==> src/rtl/dma_pkg.sv <==
// rtl/dma_pkg.sv - shared arbiter state encoding and default widths for the DMA write path
package dma_pkg;

  localparam int ADDR_W  = 32;
  localparam int DATA_W  = 32;
  localparam int BURST_W = 5;

  typedef enum logic [1:0] {
    IDLE = 2'b00,
    GNT0 = 2'b01,
    GNT1 = 2'b10
  } arb_state_t;

endpackage

==> src/rtl/dma_rr_arb2.sv <==
// rtl/dma_rr_arb2.sv - two-way round-robin picker; on a tie the requester
// that did not win last time is chosen
module dma_rr_arb2 (
  input  logic [1:0] req,
  input  logic       last_grant,
  output logic [1:0] gnt
);

  always_comb begin
    gnt = req;
    if (req == 2'b11) gnt = last_grant ? 2'b01 : 2'b10;
  end

endmodule

==> src/rtl/dma_wr_master_arbiter.sv <==
// rtl/dma_wr_master_arbiter.sv - shares one Avalon-MM write master between the
// burst datapath engine (r0) and the single-beat descriptor writeback engine (r1)
module dma_wr_master_arbiter #(
  parameter int ADDR_W  = dma_pkg::ADDR_W,
  parameter int DATA_W  = dma_pkg::DATA_W,
  parameter int BE_W    = DATA_W / 8,
  parameter int BURST_W = dma_pkg::BURST_W
) (
  input  logic               clk,
  input  logic               reset,
  input  logic               r0_write_i,
  input  logic [ADDR_W-1:0]  r0_addr_i,
  input  logic [DATA_W-1:0]  r0_data_i,
  input  logic [BE_W-1:0]    r0_be_i,
  input  logic [BURST_W-1:0] r0_burstcount_i,
  output logic               r0_waitreq_o,
  input  logic               r1_write_i,
  input  logic [ADDR_W-1:0]  r1_addr_i,
  input  logic [DATA_W-1:0]  r1_data_i,
  input  logic [BE_W-1:0]    r1_be_i,
  output logic               r1_waitreq_o,
  output logic               avm_write_o,
  output logic [ADDR_W-1:0]  avm_addr_o,
  output logic [DATA_W-1:0]  avm_data_o,
  output logic [BE_W-1:0]    avm_be_o,
  output logic [BURST_W-1:0] avm_burstcount_o,
  input  logic               avm_waitreq_i,
  output logic               busy_o
);
  import dma_pkg::*;

  arb_state_t         state, state_nxt;
  logic               last_grant, last_grant_nxt;
  logic               in_burst, in_burst_nxt;
  logic [BURST_W-1:0] beats_left, beats_left_nxt;
  logic [BURST_W-1:0] first_left;
  logic [BURST_W-1:0] remaining;
  logic [1:0]         gnt;
  logic               accept;

  dma_rr_arb2 u_rr_arb2 (
    .req        ({r1_write_i, r0_write_i}),
    .last_grant (last_grant),
    .gnt        (gnt)
  );

  // A zero burstcount behaves as a single beat.
  assign first_left = (r0_burstcount_i == '0) ? '0 : r0_burstcount_i - BURST_W'(1);

  always_ff @(posedge clk) begin
    if (reset) begin
      state      <= IDLE;
      last_grant <= 1'b1;
      in_burst   <= 1'b0;
      beats_left <= '0;
    end else begin
      state      <= state_nxt;
      last_grant <= last_grant_nxt;
      in_burst   <= in_burst_nxt;
      beats_left <= beats_left_nxt;
    end
  end

  always_comb begin
    state_nxt        = state;
    last_grant_nxt   = last_grant;
    in_burst_nxt     = in_burst;
    beats_left_nxt   = beats_left;
    remaining        = '0;
    accept           = 1'b0;
    avm_write_o      = 1'b0;
    avm_addr_o       = '0;
    avm_data_o       = '0;
    avm_be_o         = '0;
    avm_burstcount_o = '0;
    r0_waitreq_o     = 1'b1;
    r1_waitreq_o     = 1'b1;

    case (state)
      IDLE: begin
        if (gnt[0]) begin
          state_nxt      = GNT0;
          last_grant_nxt = 1'b0;
          in_burst_nxt   = 1'b0;
          beats_left_nxt = '0;
        end else if (gnt[1]) begin
          state_nxt      = GNT1;
          last_grant_nxt = 1'b1;
        end
      end
      GNT0: begin
        avm_write_o      = r0_write_i;
        avm_addr_o       = r0_addr_i;
        avm_data_o       = r0_data_i;
        avm_be_o         = r0_be_i;
        avm_burstcount_o = r0_burstcount_i;
        r0_waitreq_o     = avm_waitreq_i;
        accept           = r0_write_i & ~avm_waitreq_i;
        // beats_left holds the beats still owed after the last accepted one
        remaining = in_burst ? beats_left - BURST_W'(1) : first_left;
        if (accept) begin
          if (remaining == '0) begin
            state_nxt      = IDLE;
            in_burst_nxt   = 1'b0;
            beats_left_nxt = '0;
          end else begin
            in_burst_nxt   = 1'b1;
            beats_left_nxt = remaining;
          end
        end
      end
      GNT1: begin
        avm_write_o      = r1_write_i;
        avm_addr_o       = r1_addr_i;
        avm_data_o       = r1_data_i;
        avm_be_o         = r1_be_i;
        avm_burstcount_o = BURST_W'(1);
        r1_waitreq_o     = avm_waitreq_i;
        accept           = r1_write_i & ~avm_waitreq_i;
        if (accept) state_nxt = IDLE;
      end
      default: state_nxt = IDLE;
    endcase

    if (reset) begin
      avm_write_o  = 1'b0;
      r0_waitreq_o = 1'b1;
      r1_waitreq_o = 1'b1;
    end
  end

  assign busy_o = (state != IDLE) & ~reset;

endmodule
==> config.mk <==
export PLATFORM = sky130hd
export DESIGN_NAME = dma_wr_master_arbiter
export DESIGN_NICKNAME = d
export VERILOG_FILES = /design/src/rtl/dma_pkg.sv /design/src/rtl/dma_rr_arb2.sv /design/src/rtl/dma_wr_master_arbiter.sv
export SDC_FILE = /design/constraint.sdc
export NUM_CORES = 1
export LEC_CHECK = 0
export BUFFER_PORTS_ARGS = -buffer_cell sky130_fd_sc_hd__buf_2
export CAP_MARGIN = 10
export CORE_AREA = 2 2 86 88
export CTS_CLUSTER_DIAMETER = 200
export CTS_CLUSTER_SIZE = 14
export DETAILED_ROUTE_END_ITERATION = 8
export DIE_AREA = 0 0 88 90
export PLACE_DENSITY = 0.62
export SYNTH_ARGS = -nofsm -noshare
export SYNTH_HDL_FRONTEND = slang
export SYNTH_SLANG_ARGS = --single-unit
==> constraint.sdc <==
create_clock -name clk -period 3.6 [get_ports clk]
set_clock_uncertainty 0.1 [all_clocks]
set_input_delay 0.72 -clock clk [delete_from_list [all_inputs] [get_ports clk]]
set_output_delay 0.72 -clock clk [all_outputs]
set_load 0.01 [all_outputs]
==> run summary, run 1 <==
outcome = completed
initial antenna violation count = 3
routed wire length = 8170 um
CP max FO = 28
Crit path arrival time = 2220 ps
drt first pass iters = 4
DR iter-0 viols = 108
Vias/cell = 4.88
wire per inst = 16.2 um
share of cells above drive strength 1 = 0.586
Root Buffer = clkbuf_8
post-synthesis mux area share = 0
Max H-tree Level = 1
wire length of the first global-routing pass = 11500 um
highest clock rate = 329 MHz
YS warnings = 0
switching pwr = 0.507 mW
P_int = 0.578 mW
Top FF cell, synth = dfxtp_1
Core Area = 7020 um^2
Die Ht = 90 um
CTS tree = done
CP Capture Type = primary output
Fillers = 751
number of global-route vias before repair = 2255
Final Cycle Share = 0.844
Finish-stage setup viols = 0
CTS Buffer Depth = 2
Synth Cell Area = 1450 um^2
Slew headroom = 0.608
Sink Count = 9
DP HPWL = 6940 um
Seq pwr share = 0.124
total grt overflow = 0
Setup Fix Bufs, Post-CTS = 0
crit path launch type = flip-flop
Synth area leaders = a22o_1, dfxtp_1, ha_1
Final ANT Viol Nets = 0
ys async rst share = 0
final hold violation count = 0
Synth area leader = a22o_1
Compound-Gate Fraction of Synth Area = 0.549
Post-Synthesis Cells = 192
Reg clk slew, reported paths = 50 ps
Die Width = 88 um
simple-gate portion of the synthesized area = 0.188
PD cells = 400 nW/um^2
CTS buffer count = 3
Seq/Total Area, Yosys = 0.124
post-synthesis xor/xnor area fraction = 0.0181
vias = 2465
DRC = 0
Port Buf Inserts = 222
Synth Register Bits = 9
WHS Path Cells = 2
min Tclk post-route = 3040 ps
Final Max Slew Viols = 0
final hold slack = 387 ps
most numerous cell in the Yosys netlist = a22o_1
Hold Buf Count CTS = 0
nets = 555
Total GRT Usage = 0.186
hold crit path type = flip-flop to flip-flop
clock power share = 0.110
CTS resizes = 0
Adder-Cell Fraction of Synth Area = 0.0430
top cell type's share of synthesized area = 0.410
Least-Margin Pin Slew = 587 ps
worst path required time = 2780 ps
crit path kind = flip-flop to primary output
leakage power = 1.58 nW
row cnt = 31
fin util = 0.386
Starting Density = 0.207
latest clock arrival within the worst-skew pair = 240 ps
RSZ-0062 raised after global routing = no
area grow syn2layout = 86.5%
Synth cell types = 42
depth of the worst register-to-register path = 7
Post-synth EDFFs = 0
Gate power share = 0.766
max-cap viol count = 0
routability congestion estimate = 0.979
syn_area_per_cell = 7.57 um^2
syn nets = 343
total chip power = 1.09 mW
die area = 7920 um^2
num ports = 223
largest net degree at the start of global routing = 41
Post-synth top cells = a22o_1, clkbuf_1, inv_1, nor2_1, dfxtp_1
Sw Ratio = 0.467
setup_tns = 0 ps
main combinational cell family by area after synthesis = compound AO/OA/AOI/OAI gates
worst vdd ir = 122 uV
==> state kept, by name (all words and copies together), names as in the netlist <==
name        flops
state           2
in_burst        1
beats_left      5
last_grant      1
==> cell families after synthesis <==
logic type                 Yosys count
and+or+nand+nor                     48
adders and majority gates            5
DFF                                  9
xor gates and xnor gates             3
AOI/OAI and AO/OA                   97
buffers and inverters               30
==> power by group through the flow <==
stage	clock network [mW]	registers [mW]	logic [mW]
after CTS	0.123	0.134	0.833
final	0.120	0.135	0.831
after detailed placement	0	0.136	0.828
after global routing	0.128	0.137	0.907
after global placement	0	0.135	0.822
after floorplan	0	0.132	0.505
==> per-layer routing <==
layer | vias to the layer above | track usage | part of all wire
met1 | 1121 | 0.195 | 0.36
met3 | 22 | 0.0376 | 0.075
met4 | 0 | 0.0795 | 0.038
met5 | - | 0 | 0
li1 | 1189 | - | -
met2 | 133 | 0.348 | 0.52
==> critical path: stages (launching register included) <==
cell and delay, ps:
dfxtp_1 320, inv_1 100, ha_1 400, and2_2 450, buf_4 360, a22o_1 200
buf_2 140
==> layout make-up <==
cell class                 instances  area, um^2  share of cell area
antenna                            3        7.51             0.00277
clock buffer                       4        45.0              0.0166
inverter                          12        45.0              0.0166
multi-input combinational        153        1160               0.429
sequential                         9         180              0.0665
tap                               99         124              0.0457
timing repair buffer             225        1150               0.423
==> path summary, 6_finish.rpt <==
check                         to  slack, ps     startpoint
setup / recovery  avm_data_o[12]        560       state[1]
setup reg to reg        state[1]       1440  beats_left[0]
hold / removal        last_grant        390     last_grant
hold reg to reg       last_grant        390     last_grant
==> layout by cell type (no fill, tap or decap), types with 3 or more instances in the layout <==
cell / instances
nor3_1: 4
buf_2: 222
nand2_1: 5
and3_1: 5
o21ai_0: 8
a22o_1: 68
clkbuf_8: 3
a21oi_1: 3
a22oi_1: 3
inv_1: 12
diode_2: 3
nand2b_1: 3
nand3_1: 3
nor2b_1: 3
nor2_1: 11
dfxtp_1: 9
ha_1: 5
==> per-stage QoR <==
stage,worst slack [ps],cell area (um^2),instances
after floorplan,965,1450,192
after global placement,880,2660,498
after detailed placement,817,2660,498
after CTS,559,2700,502
after global routing,376,2710,505
final,561,2710,505
(Power assumes the default switching activity.)
==> run 2: changes to the inputs <==
PLACE_DENSITY = 0.65   (was 0.62)
clock period = 2.6 ns   (was 3.6 ns; I/O delays follow)
==> run summary, run 2 (synthesis gave the netlist of run 1 again) <==
initial antenna violation count = 1 (was 3)
Final WS setup = 185 ps (was 561 ps)
final hold violation count = 0 (unchanged)
routed wire length = 9780 um (was 8170 um)
CTS buffer count = 3 (unchanged)
Max stage delay on crit path = 360 ps (was 450 ps)
crit path launch type = flip-flop (unchanged)
largest net degree at the start of global routing = 70 (was 41)
Total GRT Usage = 0.225 (was 0.186)
P_int = 0.881 mW (was 0.578 mW)
CP Capture Type = primary output (unchanged)
CTS tree = done (unchanged)
Die Width = 88 um (unchanged)
Biggest register = beats_left (unchanged)
dpl ws = 146 ps (was 817 ps)
Gate power share = 0.784 (was 0.766)
DP HPWL = 7860 um (was 6940 um)
CP max FO = 35 (was 28)
vias = 2533 (was 2465)
CP delay by family, top = buffers and inverters (unchanged)
setup_tns = 0 ps (unchanged)
Register Area = 180 um^2 (unchanged)
Port Buf Inserts = 222 (unchanged)
Final ANT Viol Nets = 0 (unchanged)
Reg clk slew, reported paths = 50 ps (about the same)
highest clock rate = 414 MHz
crit-path cells = inv_1 -> ha_4 -> and2_4 -> buf_12 -> a22o_1 -> buf_2 (was inv_1 -> ha_1 -> and2_2 -> buf_4 -> a22o_1 -> buf_2)
Sink Count = 9 (unchanged)
Max H-tree Level = 1 (unchanged)
most frequent cells in the layout = buf_2, a22o_1, inv_1 (unchanged)
Slew headroom = 0.737 (was 0.608)
die area = 7920 um^2 (unchanged)
Least-Margin Pin Slew = 390 ps (was 587 ps)
PD cells = 588 nW/um^2 (was 400 nW/um^2)
WHS Path Cells = 2 (unchanged)
HP Start = last_grant (unchanged)
drt first pass iters = 4 (unchanged)
commonest non-fill, non-tap cell in the layout = buf_2 (unchanged)
Setup Fix Bufs, Post-CTS = 0 (unchanged)
wire length of the first global-routing pass = 13400 um (was 11500 um)
Vias/cell = 5.00 (was 4.88)
depth of the worst register-to-register path = 7 (unchanged)
Largest register FFs = 5 (unchanged)
CTS Buffer Depth = 2 (unchanged)
routability congestion estimate = 0.894 (was 0.979)
Die Ht = 90 um (unchanged)
RSZ-0062 raised after global routing = no (unchanged)
row cnt = 31 (unchanged)
Multi-input gate area = 1180 um^2 (was 1160 um^2)
nets = 559 (was 555)
share of cells above drive strength 1 = 0.592 (was 0.586)
area grow syn2layout = 92.5% (was 86.5%)
Crit path arrival time = 1800 ps (was 2220 ps)
max-cap viol count = 0 (unchanged)
Worst Hold Path EP = last_grant (unchanged)
Fillers = 730 (was 751)
switching pwr = 0.765 mW (was 0.507 mW)
WP buf/inv = 3 (unchanged)
num ports = 223 (unchanged)
crit path kind = flip-flop to primary output (unchanged)
DR iter-0 viols = 142 (was 108)
wire per inst = 19.3 um (was 16.2 um)
Sw Ratio = 0.465 (was 0.467)
Root Buffer = clkbuf_8 (unchanged)
Final Cycle Share = 0.929
Starting Density = 0.207 (unchanged)
total grt overflow = 0 (unchanged)
latest clock arrival within the worst-skew pair = 240 ps (about the same)
worst vdd ir = 209 uV (was 122 uV)
R2R Setup Slk = 440 ps (was 1440 ps)
hold crit path type = flip-flop to flip-flop (unchanged)
top flop regs = beats_left (5), state (2) (unchanged)
Core Area = 7020 um^2 (unchanged)
RR Endpoint = state[1] (unchanged)
reg-to-reg startpoint = beats_left[0] (unchanged)
DRC = 0 (unchanged)
outcome = completed (unchanged)
Critical Path Slowest Stage Cell = dfxtp_1 (was and2_2)
worst path required time = 1980 ps (was 2780 ps)
Finish-stage setup viols = 0 (unchanged)
number of global-route vias before repair = 2419 (was 2255)
Seq pwr share = 0.114 (was 0.124)
leakage power = 1.62 nW (was 1.58 nW)
clock power share = 0.102 (was 0.110)
min Tclk post-route = 2420 ps
Final Max Slew Viols = 0 (unchanged)
[run 2: changes by cell type in the layout (fill, tap and decap cells not counted), sizes merged]
cell / delta
buf: +2
clkbuf: +2
diode: -2
[run 2: per-layer routing]
metal | share of wire | global-route usage | up-vias
met2 | 0.58 | 0.470 | 130
met1 | 0.35 | 0.231 | 1198
li1 | - | - | 1197
met5 | 0 | 0 | -
met4 | 0.011 | 0.0410 | 0
met3 | 0.053 | 0.0211 | 8
[run 2: worst register-to-register path, delay by kind of cell (launching register included)]
family / cells / cell delay (ps)
and+or+nand+nor: 2 / 690
AOI/OAI and AO/OA: 2 / 480
DFF: 1 / 350
adders and majority gates: 1 / 200
xor gates and xnor gates: 1 / 160
buffers and inverters: 1 / 70
[run 2: area by class of cell]
type,count,area share
timing repair buffer,229,0.437
inverter,12,0.0161
antenna,1,0.000894
clock buffer,4,0.0161
sequential,9,0.0644
tap,99,0.0443
multi-input combinational,153,0.421
[run 2: worst max-delay path by stage]
| stage | start | end | slack (ps) | depth (start not counted) |
|---|---|---|---|---|
| floorplan | state[0] | avm_data_o[22] | 160 | 7 |
| global placement | r0_burstcount_i[0] | in_burst | 220 | 8 |
| detailed placement | r0_burstcount_i[0] | state[1] | 150 | 8 |
| CTS | state[0] | avm_data_o[3] | 10 | 6 |
| global route | state[0] | avm_data_o[3] | 70 | 6 |
| finish | state[0] | avm_data_o[7] | 180 | 6 |
[run 2: timing repair]
item | in CTS | in global routing
hold endpoints to repair | 0 | 0
hold buffers | 0 | 0
endpoints found under the setup margin | 0 | 69
gates resized for setup | 0 | 4
[run 2: through the flow]
stage / power, mW / util / cell area, um^2 / cells / hold WS (ps)
floorplan: 0.882 / - / 1450 / 192 / 350
global placement: 1.36 / 0.383 / 2690 / 500 / 373
detailed placement: 1.38 / 0.383 / 2690 / 500 / 381
CTS: 1.55 / 0.389 / 2730 / 504 / 389
global route: 1.78 / 0.399 / 2800 / 507 / 405
finish: 1.65 / 0.399 / 2800 / 507 / 398
[run 2: power groups by stage]
stage | Sequential, mW | Combinational [mW] | Clock, mW
finish | 0.188 | 1.29 | 0.168
global route | 0.192 | 1.41 | 0.177
CTS | 0.188 | 1.20 | 0.168
detailed placement | 0.191 | 1.19 | 0
global placement | 0.189 | 1.17 | 0
floorplan | 0.183 | 0.699 | 0
